### src/rtl/rom_port_arbiter.sv
// Shares one single-port synchronous ROM RAM between the HPS download writer
// and the main/sound Z80 fetch paths; writes win, reads are round-robin.
module rom_port_arbiter #(
  parameter int unsigned     AW       = 16,
  parameter int unsigned     DW       = 8,
  parameter int unsigned     LAT      = 2,
  parameter logic [AW-1:0]   SND_BASE = 16'hC000
) (
  input  logic          clk_sys,
  input  logic          reset_n,
  input  logic          dl_active,
  input  logic          dl_wr,
  input  logic [AW-1:0] dl_addr,
  input  logic [DW-1:0] dl_data,
  input  logic          cpu_req,
  input  logic [AW-1:0] cpu_addr,
  output logic          cpu_ack,
  output logic [DW-1:0] cpu_data,
  input  logic          snd_req,
  input  logic [13:0]   snd_addr,
  output logic          snd_ack,
  output logic [DW-1:0] snd_data,
  output logic [AW-1:0] mem_addr,
  output logic          mem_we,
  output logic [DW-1:0] mem_din,
  input  logic [DW-1:0] mem_q,
  output logic          dl_overflow
);

  localparam int unsigned CW = 3;

  typedef enum logic [1:0] {S_IDLE, S_WRITE, S_WAIT, S_DONE} state_t;

  state_t        state, state_d;
  logic          pend, pend_d;
  logic [AW-1:0] hold_addr, hold_addr_d;
  logic [DW-1:0] hold_data, hold_data_d;
  logic          rr_snd, rr_snd_d;
  logic          grant_snd, grant_snd_d;
  logic [CW-1:0] cnt, cnt_d;
  logic          cpu_ack_d, snd_ack_d, mem_we_d, overflow_d;
  logic [DW-1:0] cpu_data_d, snd_data_d, mem_din_d;
  logic [AW-1:0] mem_addr_d;
  logic          pend_clr, pick_snd;

  // State and output registers
  always_ff @(posedge clk_sys or negedge reset_n) begin
    if (!reset_n) begin
      state       <= S_IDLE;
      pend        <= 1'b0;
      hold_addr   <= '0;
      hold_data   <= '0;
      rr_snd      <= 1'b0;
      grant_snd   <= 1'b0;
      cnt         <= '0;
      cpu_ack     <= 1'b0;
      cpu_data    <= '0;
      snd_ack     <= 1'b0;
      snd_data    <= '0;
      mem_addr    <= '0;
      mem_we      <= 1'b0;
      mem_din     <= '0;
      dl_overflow <= 1'b0;
    end else begin
      state       <= state_d;
      pend        <= pend_d;
      hold_addr   <= hold_addr_d;
      hold_data   <= hold_data_d;
      rr_snd      <= rr_snd_d;
      grant_snd   <= grant_snd_d;
      cnt         <= cnt_d;
      cpu_ack     <= cpu_ack_d;
      cpu_data    <= cpu_data_d;
      snd_ack     <= snd_ack_d;
      snd_data    <= snd_data_d;
      mem_addr    <= mem_addr_d;
      mem_we      <= mem_we_d;
      mem_din     <= mem_din_d;
      dl_overflow <= overflow_d;
    end
  end

  // Next-state, download capture and arbitration
  always_comb begin
    state_d     = state;
    pend_d      = pend;
    hold_addr_d = hold_addr;
    hold_data_d = hold_data;
    rr_snd_d    = rr_snd;
    grant_snd_d = grant_snd;
    cnt_d       = cnt;
    cpu_ack_d   = 1'b0;
    cpu_data_d  = cpu_data;
    snd_ack_d   = 1'b0;
    snd_data_d  = snd_data;
    mem_addr_d  = mem_addr;
    mem_we_d    = 1'b0;
    mem_din_d   = mem_din;
    overflow_d  = dl_overflow;
    pend_clr    = (state == S_WRITE);
    pick_snd    = snd_req && (!cpu_req || rr_snd);

    // A write landing on the clearing edge refills the slot instead of overflowing
    if (dl_wr) begin
      if (pend && !pend_clr) begin
        overflow_d = 1'b1;
      end else begin
        pend_d      = 1'b1;
        hold_addr_d = dl_addr;
        hold_data_d = dl_data;
      end
    end else if (pend_clr) begin
      pend_d = 1'b0;
    end

    case (state)
      S_IDLE: begin
        if (pend) begin
          mem_addr_d = hold_addr;
          mem_din_d  = hold_data;
          mem_we_d   = 1'b1;
          state_d    = S_WRITE;
        end else if (!dl_active && (cpu_req || snd_req)) begin
          if (cpu_req && snd_req) rr_snd_d = !pick_snd;
          grant_snd_d = pick_snd;
          mem_addr_d  = pick_snd ? (SND_BASE | AW'(snd_addr)) : cpu_addr;
          cnt_d       = CW'(LAT);
          state_d     = S_WAIT;
        end
      end
      S_WRITE: state_d = S_IDLE;
      S_WAIT: begin
        cnt_d = cnt - CW'(1);
        if (cnt == CW'(1)) begin
          if (grant_snd) begin
            snd_data_d = mem_q;
            snd_ack_d  = 1'b1;
          end else begin
            cpu_data_d = mem_q;
            cpu_ack_d  = 1'b1;
          end
          state_d = S_DONE;
        end
      end
      S_DONE:  state_d = S_IDLE;
      default: state_d = S_IDLE;
    endcase
  end

endmodule

### config.mk
export PLATFORM = sky130hd
export DESIGN_NAME = rom_port_arbiter
export DESIGN_NICKNAME = d
export VERILOG_FILES = /design/src/rtl/rom_port_arbiter.sv
export SDC_FILE = /design/constraint.sdc
export NUM_CORES = 1
export LEC_CHECK = 0
export BUFFER_PORTS_ARGS = -buffer_cell sky130_fd_sc_hd__buf_2
export CORE_MARGIN = 1.5
export CORE_UTILIZATION = 46
export CTS_BUF_LIST = sky130_fd_sc_hd__clkbuf_8
export DETAILED_ROUTE_END_ITERATION = 16
export GPL_TIMING_DRIVEN = 1
export PLACE_DENSITY_LB_ADDON = 0.2
export SLEW_MARGIN = 20
export SYNTH_ARGS = -nofsm -noshare
export SYNTH_HDL_FRONTEND = slang
export SYNTH_SLANG_ARGS = --single-unit
### constraint.sdc
create_clock -name clk_sys -period 1.6 [get_ports clk_sys]
set_input_delay 0.24 -clock clk_sys [delete_from_list [all_inputs] [get_ports clk_sys]]
set_output_delay 0.24 -clock clk_sys [all_outputs]
set_load 0.03 [all_outputs]
## After elaboration in Yosys (flattened, before gate mapping)

Cells that the tools add are included.

| storage, ports and cells | value |
|---|---|
| output and inout port bits | 44 |
| bits in registers | 76 |

| operators by class | value |
|---|---|
| equality and inequality tests | 9 |
| reduce and logical (&&, ||, !) cells | 26 |
| multiplexer cells | 21 |
| add/subtract/negate cells | 1 |
| bitwise gates (word level) | 3 |

Operators by type and width:

| kind | count |
|---|---|
| $mux 16 | 3 |
| $reduce_and 2->1 | 6 |
| $reduce_and 3->1 | 4 |
| $mux 1 | 11 |
| $ne 2x2->1 const B | 4 |
| $mux 2 | 3 |
| $mux 3 | 2 |
| $pmux 2 s3 | 1 |
| $pmux 3 s2 | 1 |
| $reduce_bool 2->1 | 3 |
| $eq 2x2->1 const B | 2 |
| $logic_and 1x1->1 | 4 |
| $logic_not 1->1 | 4 |
| $reduce_and 4->1 | 1 |
| $eq 3x1->1 const B | 1 |
| $ne 3x3->1 const B | 1 |
| $not 1->1 | 3 |
| $sub 3x1->3 const B | 1 |
| $eq 2x1->1 const B | 1 |
| $logic_not 2->1 | 1 |
| $logic_or 1x1->1 | 2 |
| $reduce_or 2->1 | 1 |

## Longest topological paths before layout

Gate-level depths: netlist of run 1.

| logic depth | value |
|---|---|
| depth in word-level cells | 6 |
| depth in mapped cells | 6 |
| depth with buffers taken out | 6 |

## Least setup slack after synthesis of run 1

OpenSTA, ideal clock, no wires.

| timing | value |
|---|---|
| path type | reg2reg |
| start point | reg state[1] |
| end point | reg cpu_data[0] |
| clock period less this slack | 1.551 ns |
| required time | 1.475 ns |
| cell stages (with the launch flop) | 7 |
| setup slack | 0.049 ns |
| data arrival time | 1.426 ns |
| path through | dfrtp_1 buf_2 nor2b_1 and3_1 nor2b_4 buf_6 mux2_2 |

| between the ends | value |
|---|---|
| word-level cells in the longest chain between the ends | 2 |

RTL lines:

| item | line | source |
|---|---|---|
| start: declaration | 34 | `state_t state, state_d;` |
| start signal: assignment | 65 | `state <= state_d;` |
| $eq 2x2->1 | 116 | `case (state)` |
| $reduce_and 3->1 (no source line) | n/a |  |
| end signal: assignment | 73 | `cpu_data <= cpu_data_d;` |
| end: declaration | 18 | `output logic [DW-1:0] cpu_data,` |

No other way between the ends.
A chain may end at the register's enable or synchronous reset.

## Final worst setup path of run 1

| timing | value |
|---|---|
| start point | reg cnt[1] |
| end point | reg cpu_data[7] |

| between the ends | value |
|---|---|
| word-level cells in the longest chain between the ends | 2 |

RTL lines:

| item | line | source |
|---|---|---|
| start: declaration | 40 | `logic [CW-1:0] cnt, cnt_d;` |
| start signal: assignment | 71 | `cnt <= cnt_d;` |
| $eq 3x1->1 | 134 | `if (cnt == CW'(1)) begin` |
| $reduce_and 3->1 (no source line) | n/a |  |

No other way between the ends.

==> flow_metrics.py, run 1 <==
metrics = {
    "hold_path": {
        "hp-start": "dl_wr",
        "worstHoldPathType": "in -> reg",
    },
    "floorplanning": {
        "dieArea_um2": 7420,
        "core_region_area_um2": 6720,
        "ios": 112,
        "floorplan.initialDensity_pct": 47.3,
        "row_count": 30,
        "die_w_um": 86.1,
        "die_h_um": 86.1,
    },
    "global_route": {
        "antenna_found_initial": 0,
        "grt_pass1_wl_mm": 10.2,
        "grt_max_degree": 34,
        "grt_use_total_pct": 18.4,
        "grt_overflow": 0,
        "grt_pass1_vias": 2088,
    },
    "critical_path": {
        "timing_worst_setup_path_type": "reg -> reg",
        "slowest_stage": "dfrtp_1",
        "cp_cell_sequence": "inv_2 -> ha_2 -> and3_4 -> nor2b_4 -> mux2_2",
        "slowest_delay_ns": 0.40,
        "crit_path_end_kind": "register",
        "critPathRequiredTime_ns": 1.83,
        "crit_path_start_kind": "register",
        "r2r_start": "cnt[1]",
        "critPathLaunch": "cnt[1]",
        "crit_path_max_fanout": 5,
        "cp_data_arrival_time_ns": 1.74,
    },
    "timing": {
        "fin_worst_skew_ns": 0.00744,
        "hold_viol": 0,
        "period_share_pct": 94.4,
        "min_period_ns": 1.51,
        "final.setup.tns_ns": 0,
        "max-slew-margin-rel_pct": 69.6,
        "tightest_slew_ns": 0.455,
        "drv_slew": 0,
        "setup_violations": 0,
        "fmax_mhz": 662,
        "rsz0062_at_grt": "false",
    },
    "yosys": {
        "postSynth.asyncResetShare_pct": 100,
        "yosysTopAreaCell": "dfrtp_1",
        "synth_top_area_share_pct": 59.8,
        "synthMuxAreaShare_pct": 21.4,
        "yosys.area_share.adder_pct": 0.787,
        "ys_seq_elements": 76,
        "syn_nets": 310,
        "yosys-top-cells-area": "dfrtp_1 60%, mux2_2 14%, mux2i_1 4.4%",
        "synth-simple-area-share_pct": 6.34,
        "yosys.cell_types.count": 33,
        "synth_cells": 240,
        "synth_compound_area_share_pct": 7.91,
        "ys.flop_type": "dfrtp_1",
        "syn_area_per_cell_um2": 13.2,
        "ys_seq_area_share_pct": 59.8,
        "yosysWarnings": 0,
        "synth_area_um2": 3180,
        "synth_edf_count": 0,
        "synth-xor-area-share_pct": 0.275,
        "synth_top_family_by_area": "multiplexers",
    },
    "placement": {
        "gp_congestion": 0.841,
        "post-dp-hpwl_mm": 4.82,
        "port_buffers": 111,
    },
    "clock_network": {
        "numCtsBuffers": 9,
        "cts_setup_buffers": 0,
        "htree_levels": 3,
        "root_buffer": "clkbuf_8",
        "cts_tree": "built",
        "clock-sinks": 76,
        "path_clk_slew_ns": 0.08,
        "clk_latency_ns": 0.34,
        "clockBufferDepth": 2,
    },
    "detailed_routing": {
        "viasPerCell": 5.05,
        "dr.pass1.iters": 4,
        "wl_mm": 6.68,
        "drc": 0,
        "via_count": 2303,
        "drtIter0Drc": 35,
        "drtAntennaViolNets": 0,
        "routedWlPerCell_um": 14.6,
    },
    "layout": {
        "nets": 441,
        "antenna_cells": 0,
        "drive_gt1_share_pct": 52.4,
        "area_delta_synth_final_pct": 32.4,
    },
    "power": {
        "ir_drop_v": 0.000974,
        "leakage_nw": 2.17,
        "power_density_nw_per_um2": 2080,
        "power_mw": 8.76,
    },
    "run_status": {
        "status": "complete, no violations",
    },
    "job": {
        "max-cap-violations": 0,
    },
}
## where the power goes
group          leakage [nW]  internal, mW  switching [mW]
Clock                 0.121          1.03           0.706
Combinational          1.14          1.63            2.14
Sequential            0.915          2.80           0.446
## synthesized netlist by cell type (3+ instances only)
| cell type | n |
|---|---|
| dfrtp_1 | 76 |
| mux2_2 | 39 |
| a21oi_1 | 17 |
| o21ai_0 | 17 |
| and3_1 | 15 |
| mux2i_1 | 14 |
| inv_1 | 9 |
| mux2_1 | 9 |
| clkbuf_1 | 5 |
| nor2_1 | 5 |
| nand2_1 | 4 |
| buf_6 | 3 |
## state kept, by name, indices dropped and copies added (netlist names)
signal	flops
cnt	3
cpu_ack	1
cpu_data	8
dl_overflow	1
grant_snd	1
hold_addr	16
hold_data	8
mem_addr	16
mem_din	8
mem_we	1
pend	1
rr_snd	1
snd_ack	1
snd_data	8
state	2
## worst paths after layout
kind                           endpoint  slack [ns]  cells past startpoint
setup reg to reg            cpu_data[7]        0.09                      5
setup / recovery            cpu_data[7]        0.09                      5
min in group asynchronous  mem_addr[11]        0.39                      2
hold / removal                     pend        0.11                      3
hold reg to reg            hold_addr[9]        0.48                      1
max in group asynchronous   snd_data[7]        0.60                      3
## cell usage in the layout (no fill, tap or decap), drive strengths merged, types with 2 or more instances in the layout
| cell | instances |
|---|---|
| nand2 | 5 |
| a21o | 2 |
| and3 | 15 |
| dfrtp | 76 |
| nor2b | 3 |
| inv | 12 |
| bufinv | 3 |
| nand3 | 2 |
| mux2i | 14 |
| a221oi | 2 |
| a21oi | 17 |
| ha | 2 |
| clkbuf | 9 |
| mux2 | 48 |
| nor2 | 6 |
| buf | 129 |
| o21ai | 20 |
## what timing repair did
| item | 4_1_cts | 5_1_grt |
|---|---|---|
| setup endpoints to repair | 0 | 8 |
| resized for setup | 0 | 5 |
| hold buffers | 1 | 0 |
| hold endpoints to repair | 31 | 0 |
## layout make-up
class | instances | area [µm²]
Inverter | 10 | 37.5
Sequential cell | 76 | 1900
Tap cell | 80 | 100
Clock buffer | 9 | 124
Clock inverter | 7 | 115
Multi-Input combinational cell | 144 | 1190
Timing Repair Buffer | 130 | 741
Fill cell | 559 | 2510
## metrics by stage
step / setup WS, ns / hold slack (ns) / cell area (µm²) / util, % / instances
after floorplan: 0.0491 / -0.0556 / 3180 / - / 240
after global placement: 0.0719 / 0.218 / 3940 / 58.6 / 438
after detailed placement: 0.0367 / 0.218 / 3940 / 58.6 / 438
after CTS: 0.0197 / 0.0984 / 4190 / 62.3 / 455
after global routing: 0.00744 / 0.106 / 4210 / 62.7 / 456
final: 0.0893 / 0.110 / 4210 / 62.7 / 456
## critical path: cells and delay by family, from the launching register on
kind / cells / cell delay, ns
adders and majority gates: 1 / 0.16
buffers and inverters: 1 / 0.07
DFF: 1 / 0.40
muxes: 1 / 0.36
and+or+nand+nor: 2 / 0.42
## per-layer routing
metal  vias up  GRT usage [%]  share of wire, %
met5         -              0                 0
met2        62           27.8                47
met4         0           9.38               2.0
met3        11           2.98               4.4
met1      1117           25.8                47
li1       1113              -                 -
## cells by family (layout without fill, tap and decap cells)
| family | after synthesis | count (layout) |
|---|---|---|
| fa+ha+maj | 2 | 2 |
| xor+xnor | 1 | 1 |
| mux | 62 | 62 |
| buf+inv | 21 | 156 |
| compound gates | 44 | 44 |
| flops | 76 | 76 |
| simple gates | 34 | 35 |
Power figures use the tool's default switching activity.
==> run 2: changes to the inputs <==
CORE_UTILIZATION = 45   (was 46)
CTS_BUF_LIST = unset   (was sky130_fd_sc_hd__clkbuf_8)
GPL_TIMING_DRIVEN = 0   (was 1)
PLACE_DENSITY = 0.82   (was unset)
PLACE_DENSITY_LB_ADDON = unset   (was 0.2)
==> run 2 against run 1 <==
Against the previous run: the run now ends with setup timing left; via count increased by 4.3%; register-to-register slack worse by 0.09 ns; sequential power up 2%; critical endpoint is now cpu_data[0]; largest cell class unchanged; largest power group unchanged.
==> flow_metrics.py, run 2 (synthesis gave the netlist of run 1 again) <==
metrics = {
    "run_status": {
        "status": "complete, but fails checks",
        "violations": "setup timing",
    },
    "global_route": {
        "grt_pass1_wl_mm": 11.7,
        "grt_max_degree": 55,
        "grt_pass1_vias": 2504,
        "grt_use_total_pct": 20.5,
        "antenna_found_initial": 0,
        "grt_overflow": 0,
    },
    "clock_network": {
        "clk_latency_ns": 0.35,
        "cts_tree": "built",
        "clock-sinks": 76,
        "htree_levels": 3,
        "path_clk_slew_ns": 0.08,
        "numCtsBuffers": 9,
        "root_buffer": "clkbuf_8",
        "clockBufferDepth": 2,
    },
    "detailed_routing": {
        "drc": 0,
        "via_count": 2402,
        "viasPerCell": 5.03,
        "drtAntennaViolNets": 0,
        "routedWlPerCell_um": 16.3,
        "dr.pass1.iters": 4,
        "drtIter0Drc": 86,
        "wl_mm": 7.78,
    },
    "hold_path": {
        "holdPathStages": 3,
        "worstHoldPathType": "in -> reg",
        "min_to": "pend",
        "hp-start": "dl_wr",
    },
    "critical_path": {
        "crit_path_max_fanout": 5,
        "critPathRequiredTime_ns": 1.82,
        "slowest_stage": "dfrtp_1",
        "crit_path_end_kind": "register",
        "r2r_slack_ns": -0.004,
        "timing_worst_setup_path_type": "reg -> reg",
        "r2r_start": "cnt[1]",
        "cp_cell_sequence": "inv_1 -> ha_1 -> and3_4 -> nor2b_4 -> buf_6 -> mux2_4",
        "slowest_delay_ns": 0.39,
        "r2r_cells": 6,
        "crit_path_start_kind": "register",
        "cp_data_arrival_time_ns": 1.83,
        "reg2reg_to": "cpu_data[0]",
    },
    "floorplanning": {
        "ios": 112,
        "die_h_um": 87.1,
        "floorplan.initialDensity_pct": 46.8,
        "row_count": 30,
        "die_w_um": 87.1,
        "dieArea_um2": 7580,
        "core_region_area_um2": 6790,
    },
    "timing": {
        "final.setup.tns_ns": -0.00367,
        "worst_slack_ns": -0.00367,
        "setup_violations": 1,
        "hold_viol": 0,
        "whs_ns": 0.102,
        "tightest_slew_ns": 0.368,
        "max-slew-margin-rel_pct": 75.4,
        "drv_slew": 0,
        "fin_worst_skew_ns": 0.0109,
        "min_period_ns": 1.60,
        "period_share_pct": 100,
        "fmax_mhz": 624,
        "rsz0062_at_grt": "true",
    },
    "layout": {
        "nets": 447,
        "area_delta_synth_final_pct": 39.9,
        "final_common_cell": "buf_2",
        "reg.largest.list": "hold_addr x16, mem_addr x16",
        "drive_gt1_share_pct": 55.0,
        "fillCellCount": 525,
        "mostFrequentLayoutCells": "111 x buf_2, 75 x dfrtp_1, 26 x mux2_2",
        "antenna_cells": 0,
    },
    "power": {
        "sequentialPowerShare_pct": 35.3,
        "intPower_mw": 5.81,
        "p_switching_mw": 3.54,
        "clockPowerShare_pct": 18.8,
        "power_mw": 9.35,
        "ir_drop_v": 0.000983,
        "leakage_nw": 2.29,
        "swShare_pct": 37.8,
        "power_density_nw_per_um2": 2100,
        "power.share.combinational_pct": 45.9,
    },
    "job": {
        "max-cap-violations": 0,
    },
    "placement": {
        "port_buffers": 111,
        "post-dp-hpwl_mm": 5.33,
        "place_ws_ns": -0.131,
        "gp_congestion": 0.767,
    },
}
==> run 2: cell types whose count changed in the layout (fill, tap and decap cells not counted), moves of 3 or more <==
| cell | change |
|---|---|
| mux2_1 | -5 |
| mux2_4 | +18 |
| clkbuf_2 | +4 |
| buf_6 | +4 |
| mux2_2 | -13 |
| buf_4 | -6 |
| o21ai_4 | +3 |
==> run 2: power by group through the flow <==
stage / clock network (mW) / registers, mW / logic, mW
finish: 1.76 / 3.30 / 4.29
global route: 1.87 / 3.41 / 4.61
floorplan: 0 / 4.12 / 1.70
detailed placement: 0 / 3.29 / 3.64
CTS: 1.78 / 3.28 / 3.84
global placement: 0 / 3.22 / 3.52
==> run 2: cell type report <==
type	instances	area, µm²	share of cell area [%]
Clock buffer	10	128	2.87
Timing Repair Buffer	126	748	16.8
Tap cell	96	120	2.70
Buffer	11	105	2.36
Multi-Input combinational cell	143	1290	29.1
Inverter	10	37.5	0.844
Sequential cell	76	1900	42.8
Clock inverter	6	113	2.53
==> run 2: per-layer routing <==
metal,up-vias,track usage (%),part of all wire [%]
met5,-,0,0
met4,0,10.9,2.7
met3,17,4.45,4.8
met2,79,35.8,51
met1,1178,23.4,41
li1,1128,-,-
==> run 2: critical path, delay by kind of cell, from the launching register on <==
family | cells | cell delay (ns)
fa+ha+maj | 1 | 0.17
mux | 1 | 0.31
buf+inv | 2 | 0.25
simple gates | 2 | 0.37
flops | 1 | 0.39
==> run 2: per-stage QoR <==
step | cells | util [%] | cell area, µm²
3_5_place_dp | 448 | 57.2 | 3880
2_1_floorplan | 240 | - | 3180
5_1_grt | 478 | 65.5 | 4450
3_3_place_gp | 447 | 56.7 | 3850
6_report | 478 | 65.5 | 4450
4_1_cts | 471 | 62.6 | 4250
==> run 2: how the worst max path moves through the flow <==
stage | slack (ns) | endpoint | depth (start not counted) | from
2_1_floorplan | 0.05 | cpu_data[0] | 6 | state[1]
3_3_place_gp | -0.14 | hold_data[5] | 1 | reset_n
3_5_place_dp | -0.13 | mem_addr[11] | 5 | state[1]
4_1_cts | 0.004 | mem_din[2] | 4 | state[1]
5_1_grt | -0.07 | cpu_data[0] | 6 | state[1]
6_report | -0.004 | cpu_data[0] | 6 | cnt[1]
==> run 2: timing repair <==
action | CTS | global route
hold endpoints to repair | 22 | 0
pin swaps | 0 | 4
setup endpoints to repair | 49 | 46
hold buffers | 1 | 0
gates resized for setup | 20 | 28
cloned | 1 | 2
setup buffers | 5 | 5
